<file path="config.mk">
export PLATFORM = sky130hd
export DESIGN_NAME = gp0_cmd_unpack
export DESIGN_NICKNAME = d
export VERILOG_FILES = /design/src/rtl/gpu_cmd_pkg.sv /design/src/rtl/gp0_cmd_len.sv /design/src/rtl/gp0_cmd_unpack.sv
export SDC_FILE = /design/constraint.sdc
export NUM_CORES = 1
export LEC_CHECK = 0
export CAP_MARGIN = 5
export CORE_MARGIN = 2
export CORE_UTILIZATION = 45
export DETAILED_ROUTE_END_ITERATION = 16
export MAX_ROUTING_LAYER = met4
export PLACE_DENSITY = 0.88
export SYNTH_ARGS = -nofsm -noshare
export SYNTH_HDL_FRONTEND = slang
export SYNTH_SLANG_ARGS = --single-unit
</file>
<file path="constraint.sdc">
create_clock -name clk -period 3.4 [get_ports clk]
set_clock_uncertainty 0.1 [all_clocks]
set_input_delay 0.68 -clock clk [delete_from_list [all_inputs] [get_ports clk]]
set_output_delay 0.68 -clock clk [all_outputs]
set_load 0.1 [all_outputs]
</file>
<file path="src/rtl/gpu_cmd_pkg.sv">
// GP0 command unpacker shared types.
// FSM states, word limits and opcode ranges.
package gpu_cmd_pkg;

  localparam int GP0_MAX_WORDS = 12;
  localparam int GP0_CNT_W     = 4;

  localparam logic [7:0] OP_NOP     = 8'h00;
  localparam logic [7:0] OP_CLRC    = 8'h01;
  localparam logic [7:0] OP_FILL    = 8'h02;
  localparam logic [7:0] OP_POLY_LO = 8'h20;
  localparam logic [7:0] OP_POLY_HI = 8'h3F;
  localparam logic [7:0] OP_LINE_LO = 8'h40;
  localparam logic [7:0] OP_LINE_HI = 8'h5F;
  localparam logic [7:0] OP_RECT_LO = 8'h60;
  localparam logic [7:0] OP_RECT_HI = 8'h7F;
  localparam logic [7:0] OP_ENV_LO  = 8'hE1;
  localparam logic [7:0] OP_ENV_HI  = 8'hE6;

  typedef enum logic [1:0] {
    ST_HEADER,
    ST_PARAMS,
    ST_EMIT
  } gp0_state_e;

  function automatic logic in_range(
    input logic [7:0] op,
    input logic [7:0] lo,
    input logic [7:0] hi
  );
    return (op >= lo) && (op <= hi);
  endfunction

endpackage

</file>
<file path="src/rtl/gp0_cmd_len.sv">
// GP0 header decoder: opcode byte to word count.
// Flags NOP as silent and anything unknown as unsupported.
module gp0_cmd_len
  import gpu_cmd_pkg::*;
(
  input  logic [7:0] op,
  output logic [3:0] len,
  output logic       supported,
  output logic       silent
);

  logic [3:0] n;
  logic [3:0] pts;
  logic [3:0] links;

  assign n     = 4'd3 + {3'd0, op[3]};
  assign pts   = op[2] ? {n[2:0], 1'b0} : n;
  assign links = op[4] ? (n - 4'd1) : 4'd0;

  // classify the opcode and derive its total word count
  always_comb begin
    len       = 4'd1;
    supported = 1'b0;
    silent    = 1'b0;
    unique case (1'b1)
      (op == OP_NOP): begin
        silent = 1'b1;
      end
      (op == OP_CLRC),
      in_range(op, OP_ENV_LO, OP_ENV_HI): begin
        supported = 1'b1;
        len       = 4'd1;
      end
      (op == OP_FILL): begin
        supported = 1'b1;
        len       = 4'd3;
      end
      in_range(op, OP_POLY_LO, OP_POLY_HI): begin
        supported = 1'b1;
        len       = 4'd1 + pts + links;
      end
      (in_range(op, OP_LINE_LO, OP_LINE_HI) && !op[3]): begin
        supported = 1'b1;
        len       = 4'd3 + {3'd0, op[4]};
      end
      in_range(op, OP_RECT_LO, OP_RECT_HI): begin
        supported = 1'b1;
        len       = 4'd2 + {3'd0, op[2]}
                  + {3'd0, (op[4:3] == 2'b00)};
      end
      default: begin
        supported = 1'b0;
      end
    endcase
  end

endmodule

</file>
<file path="src/rtl/gp0_cmd_unpack.sv">
// GP0 command unpacker: pops FIFO words and
// assembles whole commands for a valid/ready sink.
module gp0_cmd_unpack
  import gpu_cmd_pkg::*;
(
  input  logic        clk,
  input  logic        rst,
  input  logic [31:0] fifo_data,
  input  logic        fifo_empty,
  output logic        fifo_re,
  output logic        cmd_valid,
  input  logic        cmd_ready,
  output logic [7:0]  cmd_op,
  output logic [3:0]  cmd_len,
  output logic [GP0_MAX_WORDS-1:0][31:0] cmd_words,
  output logic        busy,
  output logic        unsup
);

  gp0_state_e           state;
  logic [GP0_CNT_W-1:0] count;
  logic [3:0]           hl_len;
  logic                 hl_sup;
  logic                 hl_sil;

  gp0_cmd_len u_len (
    .op        (fifo_data[31:24]),
    .len       (hl_len),
    .supported (hl_sup),
    .silent    (hl_sil)
  );

  assign fifo_re   = !rst && !fifo_empty
                   && (state != ST_EMIT);
  assign cmd_valid = (state == ST_EMIT);
  assign busy      = (state != ST_HEADER);

  // header parse, word collection and emit handshake
  always_ff @(posedge clk) begin
    if (rst) begin
      state     <= ST_HEADER;
      count     <= '0;
      cmd_words <= '0;
      cmd_op    <= '0;
      cmd_len   <= '0;
      unsup     <= 1'b0;
    end else begin
      unsup <= 1'b0;
      unique case (state)
        ST_HEADER: begin
          if (fifo_re) begin
            if (hl_sup) begin
              cmd_words <= {{(GP0_MAX_WORDS-1)*32{1'b0}},
                            fifo_data};
              cmd_op    <= fifo_data[31:24];
              cmd_len   <= hl_len;
              count     <= 4'd1;
              state     <= (hl_len == 4'd1) ? ST_EMIT
                                            : ST_PARAMS;
            end else begin
              unsup <= !hl_sil;
            end
          end
        end
        ST_PARAMS: begin
          if (fifo_re) begin
            cmd_words[count] <= fifo_data;
            if (count + 4'd1 == cmd_len) begin
              state <= ST_EMIT;
            end else begin
              count <= count + 4'd1;
            end
          end
        end
        ST_EMIT: begin
          if (cmd_ready) begin
            state <= ST_HEADER;
            count <= '0;
          end
        end
        default: begin
          state <= ST_HEADER;
        end
      endcase
    end
  end

endmodule

</file>
[Word level (Yosys, flattened, before mapping)]
Cells that the tools add are included.
Storage, ports and cells
  register bits after elaboration: 403
  input port bits: 36
  output and inout bits: 400
  logic and storage cells: 99
Cells by class
  add/subtract/negate cells: 8
  magnitude comparators: 10
  equality and inequality tests: 13
  multiplexer cells: 25
  bitwise logic cells: 2
  reduce and logical (&&, ||, !) cells: 24
Operators with widths (count)
  2-to-1 mux 384 bit: 3
  case mux 384 bit (2 select lines): 1
  bitwise mux 384 bit: 1
  demux 32 bit (select 4 bit): 1
  2-to-1 mux 32 bit: 1
  2-to-1 mux 4 bit: 7
  >= comparator 8 x 7 -> 1 bit, second input constant: 2
  <= comparator 8 x 7 -> 1 bit, second input constant: 2
  case mux 4 bit (4 select lines): 1
  2-to-1 mux 2 bit: 6
  != test 2 bit, second input constant: 6
  case mux 4 bit (3 select lines): 1
  adder 2 x 1 -> 3 bit, first input constant: 3
  == test 8 x 1 -> 1 bit, second input constant: 1
  == test 8 x 2 -> 1 bit, second input constant: 1
  >= comparator 8 x 6 -> 1 bit, second input constant: 1
  >= comparator 8 bit, second input constant: 1
  <= comparator 8 x 6 -> 1 bit, second input constant: 1
  <= comparator 8 bit, second input constant: 1
  logical AND 1 bit: 8
  logical NOT 8 bit: 1
  case mux 2 bit (3 select lines): 1
  AND reduction 6 bit: 1
  OR reduction 6 bit: 1
  other kinds (22): 29

[Longest topological paths before layout]
  word-level depth: 10
  gate-level depth with buffers: 10
  depth with buffers taken out: 8

[By module]
Synthesis repeated with hierarchy kept, for this count alone.
Second synthesis, totals
  cell total of the unflattened synthesis: 1548
  area, all modules: 14747.9 µm²
Modules (own cells, without submodules)
  gp0_cmd_unpack: instances 1, cells an instance 1502, area each 14360.0 µm², seq. area each 8067.7 µm²
  gp0_cmd_len: instances 1, cells an instance 46, area each 387.9 µm², seq. area each 0.0 µm²

[Worst setup path after synthesis]
OpenSTA, ideal clock, no wires.
  kind: flip-flop to flip-flop
  from: reg state[0]
  to: reg cmd_words[256] (netlist bit)
  library setup time: 0.118 ns
  arrival time: 3.650 ns
  required time: 3.182 ns
  slack: -0.467 ns
  cell stages (with the launch flop): 10
  path buffers: 2
  period minus slack after synthesis: 3.867 ns
  path through: dfxtp_1 > inv_1 > ha_1 > nor3_4 > o21ai_0 > clkbuf_1 > a221oi_1 > nor2_1 > buf_2 > a22o_1
On the way
  cells in the longest elaborated chain, start to end: 4
  elaborated cells on any way between the ends: 10
  classes of those cells: 5 x eq/ne; 1 x mux; 4 x reduce/logical
RTL lines
  start, declared: line gp0_cmd_unpack.sv:20  | gp0_state_e state;
  start signal, assigned: line gp0_cmd_unpack.sv:58  | state <= (hl_len == 4'd1) ? ST_EMIT
  != test 2 bit (*): line gp0_cmd_unpack.sv:34  | && (state != ST_EMIT);
  logical AND 1 bit (*): line gp0_cmd_unpack.sv:34
  named net fifo_re: line gp0_cmd_unpack.sv:10  | output logic fifo_re,
  != test 2 bit (no source line)
  AND reduction 4 bit (no source line) (*)
  end signal, assigned: line gp0_cmd_unpack.sv:53  | cmd_words <= {{(GP0_MAX_WORDS-1)*32{1'b0}},
  end signal, assigned by index: line gp0_cmd_unpack.sv:67  | cmd_words[count] <= fifo_data;
  end, declared: line gp0_cmd_unpack.sv:15  | output logic [GP0_MAX_WORDS-1:0][31:0] cmd_words,
Mark *: on every way through the listed nets, which the timed path passes. The rest lies on a longest branch.
A chain may end at the register's enable or synchronous reset.

[Worst setup path after layout]
  from: in fifo_data[28]
  to: reg cmd_words[92] (netlist bit)
On the way
  cells in the longest elaborated chain, start to end: 7
  elaborated cells on any way between the ends: 22
  classes of those cells: 8 x order compare; 3 x eq/ne; 4 x mux; 7 x reduce/logical
RTL lines
  start, declared: line gp0_cmd_unpack.sv:8  | input logic [31:0] fifo_data,
  >= comparator 8 x 7 -> 1 bit / <= comparator 8 x 7 -> 1 bit (equally long branches): line gpu_cmd_pkg.sv:31  | return (op >= lo) && (op <= hi);
  logical AND 1 bit: line gpu_cmd_pkg.sv:31
  logical AND 1 bit: line gp0_cmd_len.sv:42  | (in_range(op, OP_LINE_LO, OP_LINE_HI) && !op[3]): begin
  OR reduction 6 bit (no source line)
  2-to-1 mux 1 bit: line gp0_cmd_len.sv:25  | unique case (1'b1)
  != test 2 bit (no source line)
  AND reduction 4 bit (no source line)
Parallel ways exist; a longest one is shown, timed or not. The select of a mux whose other input is x is not followed.

==> metrics.md <==
| Metric | Value |
|---|---|
| Tcrit/Tclk final | `94.1%` |
| Final Hold Slack | `0.379 ns` |
| CP max FO | `32` |
| Root Driver | `clkbuf_16` |
| Row count | `63` |
| Synthesis-stage register bit count | `403` |
| Initial Utilization | `46.0%` |
| Top cells by area, synth | `dfxtp_1, a22o_1, mux2i_1, buf_2, nor2_1` |
| Endpoint class of the critical path | `flop` |
| DR pass1 iterations | `5` |
| Share of cells above drive strength 1 | `34.7%` |
| Setup_tns | `0 ns` |
| Synth Area in Adders | `1.51%` |
| Minimum clock period | `3.20 ns` |
| Status | `finished, final reports clean` |
| All-layer global routing usage | `29.6%` |
| Placed Cells | `1935` |
| Total setup buffers inserted after CTS | `0` |
| Final worst slack | `0.201 ns` |
| Die ar. | `31900 sq um` |
| Hold Crit Class | `flop to flop` |
| Nets | `1639` |
| Reg2reg path depth | `6` |
| Pin count of the biggest net entering global routing | `52` |
| Post-synth EDFFs | `0` |
| Slew headroom | `11.7%` |
| Register area share after synthesis | `58.8%` |
| Total clock sinks | `403` |
| Xor and xnor area share after synthesis | `0.483%` |
| Synth area leader | `dfxtp_1` |
| WHS Path Cells | `1` |
| Initial antenna violation count | `1` |
| Routed WL | `48100 um` |
| Worst setup path class | `primary input to flop` |
| CTS tree | `built` |
| Commonest cells after routing, fill and taps aside | `buf_4, dfxtp_1, a22o_1` |
| Post-CTS Resized | `0` |
| Port bufs | `435` |
| Placeable core area | `29900 sq um` |
| Via count | `12.0k` |
| Most common cell after layout, fill and taps aside | `buf_4` |
| Required @ worst endpoint | `3.75 ns` |
| Pre-CTS setup slack | `-0.253 ns` |
| Share of the synthesized area in the top cell type | `58.8%` |
| Clock slew at reported path FFs | `0.06 ns` |
| CP startpoint kind | `primary input` |
| Simple-Gate Fraction of Synth Area | `5.79%` |
| Worst-margin pin slew | `1.32 ns` |
| Mux cell area share after synthesis | `2.85%` |
| Vias in the first global route | `11.7k` |
| GPL Wtd Cong | `0.901` |
| Antenna-violating nets left | `0` |
| CTS Hold Bufs | `0` |
| Post-synthesis compound-gate area fraction | `26.0%` |
| Final Non-Filler Cells | `2008` |
| First-pass GRT wire length | `70600 um` |
| CTS H-tree depth | `2` |
| Net Count, Synth | `1228` |
| Power Total | `10.7 mW` |
| Final HPWL DP | `32400 um` |
| Count of final hold-check violations | `0` |
| Worst Path Arrival | `3.55 ns` |
| Vias per cell | `5.96` |
| Ys async rst share | `0%` |
| Leak | `8.37 nW` |
| Main synth FF type | `dfxtp_1` |
| Main combinational cell family by area after synthesis | `compound AO/OA/AOI/OAI gates` |
| Syn. warnings | `0` |
| DR iter-0 viols | `929` |
| Cells after Synth | `1176` |
| Max-cap violation count | `0` |
| IO Pins | `436` |
| Count of different cell masters after synthesis | `49` |
| PD cells | `559 nW/um^2` |
| Final slew viol count | `0` |
| Residual DRC | `0` |
| F_max | `313 MHz` |
| CTS buffer count | `40` |
| Worst VDD drop | `407 uV` |
| Drt wl/cell | `24.0 um` |
| Endpoints failing setup | `0` |
| CTS max path bufs | `3` |
| Worst skew pair latency | `0.52 ns` |
| RSZ-0062 raised after global routing | `false` |
| Netlist Area Pre-Place | `13700 sq um` |
| Die span in x | `179 um` |
| Grt ovf | `0` |
| Layout area overhead | `39.6%` |
| Syn Area/Cell | `11.7 sq um` |
| Die height | `179 um` |
==> metal layers <==
layer	vias to the layer above	part of all wire, %	GRT usage, %
met5	-	0	-
met4	0	4.6	12.8
met3	146	8.9	5.60
met2	751	47	47.8
met1	5891	40	36.2
li1	5185	-	-
==> critical path, cell delays in order <==
cell and delay [ns]:
clkdlybuf4s50_1 0.54, inv_1 0.09, ha_1 0.20, a32oi_1 0.32
o311a_1 0.30, buf_12 0.17, a221oi_2 0.09, nor2_4 0.82
a22o_1 0.30
==> cell usage after synthesis, drive strengths merged (2+ instances only) <==
cell / count
or4: 3
a211oi: 3
nand2b: 5
nor2b: 31
nand3b: 2
nor4: 3
nand2: 23
nand3: 5
a22o: 353
dfxtp: 403
xnor2: 2
o21ai: 9
buf: 75
a21oi: 14
nand4: 2
a221oi: 12
nor2: 77
a32oi: 2
ha: 15
clkbuf: 51
xor2: 3
o211ai: 3
mux2i: 38
inv: 11
a21boi: 3
nor3: 10
or2: 2
o21bai: 2
==> worst paths after layout <==
kind / to / slack [ns] / startpoint
worst max-delay path: cmd_words[92]$_SDFFE_PP0P_ / 0.20 / fifo_data[28]
worst min-delay path: cmd_words[278]$_SDFFE_PP0P_ / 0.38 / cmd_words[278]$_SDFFE_PP0P_
worst max register to register: cmd_words[267]$_SDFFE_PP0P_ / 0.56 / state[1]$_SDFFE_PP0P_
worst min register to register: cmd_words[278]$_SDFFE_PP0P_ / 0.38 / cmd_words[278]$_SDFFE_PP0P_
==> layout make-up <==
class | instances | area, sq um
diodes | 2 | 5.00
clock buffers | 61 | 1190
clock inverters | 10 | 168
fillers | 2216 | 10700
inverters | 11 | 41.3
multi-input cells | 636 | 5210
flip-flops and latches | 403 | 8070
well taps | 390 | 488
repair buffers | 495 | 3990
==> sequential cells by signal (all words and copies together), names as in the netlist <==
register and flops:
cmd_len 4, cmd_words 384, state 2, count 4, cmd_op 8, unsup 1
==> power by group <==
part           switching, mW  internal, mW  leakage (nW)
Sequential            0.0349          4.77          3.25
Clock                   1.82          2.73         0.662
Combinational           1.04         0.319          4.46
Total                   2.89          7.82          8.37
==> logic make-up (layout without fill, tap and decap cells) <==
group / Yosys count / count (layout)
AOI/OAI and AO/OA: 411 / 411
xor gates and xnor gates: 6 / 6
adders and majority gates: 16 / 16
buffers and inverters: 137 / 577
DFF: 403 / 403
muxes: 39 / 39
other: 0 / 2
and+or+nand+nor: 164 / 164
==> metrics by stage <==
step                      util [%]  area [sq um]
final                         64.1         19200
after global routing          64.1         19200
after CTS                     64.1         19200
after detailed placement      59.6         17800
after global placement        59.6         17800
after floorplan                  -         13700
Note: power is estimated with default switching activity, not from simulation.
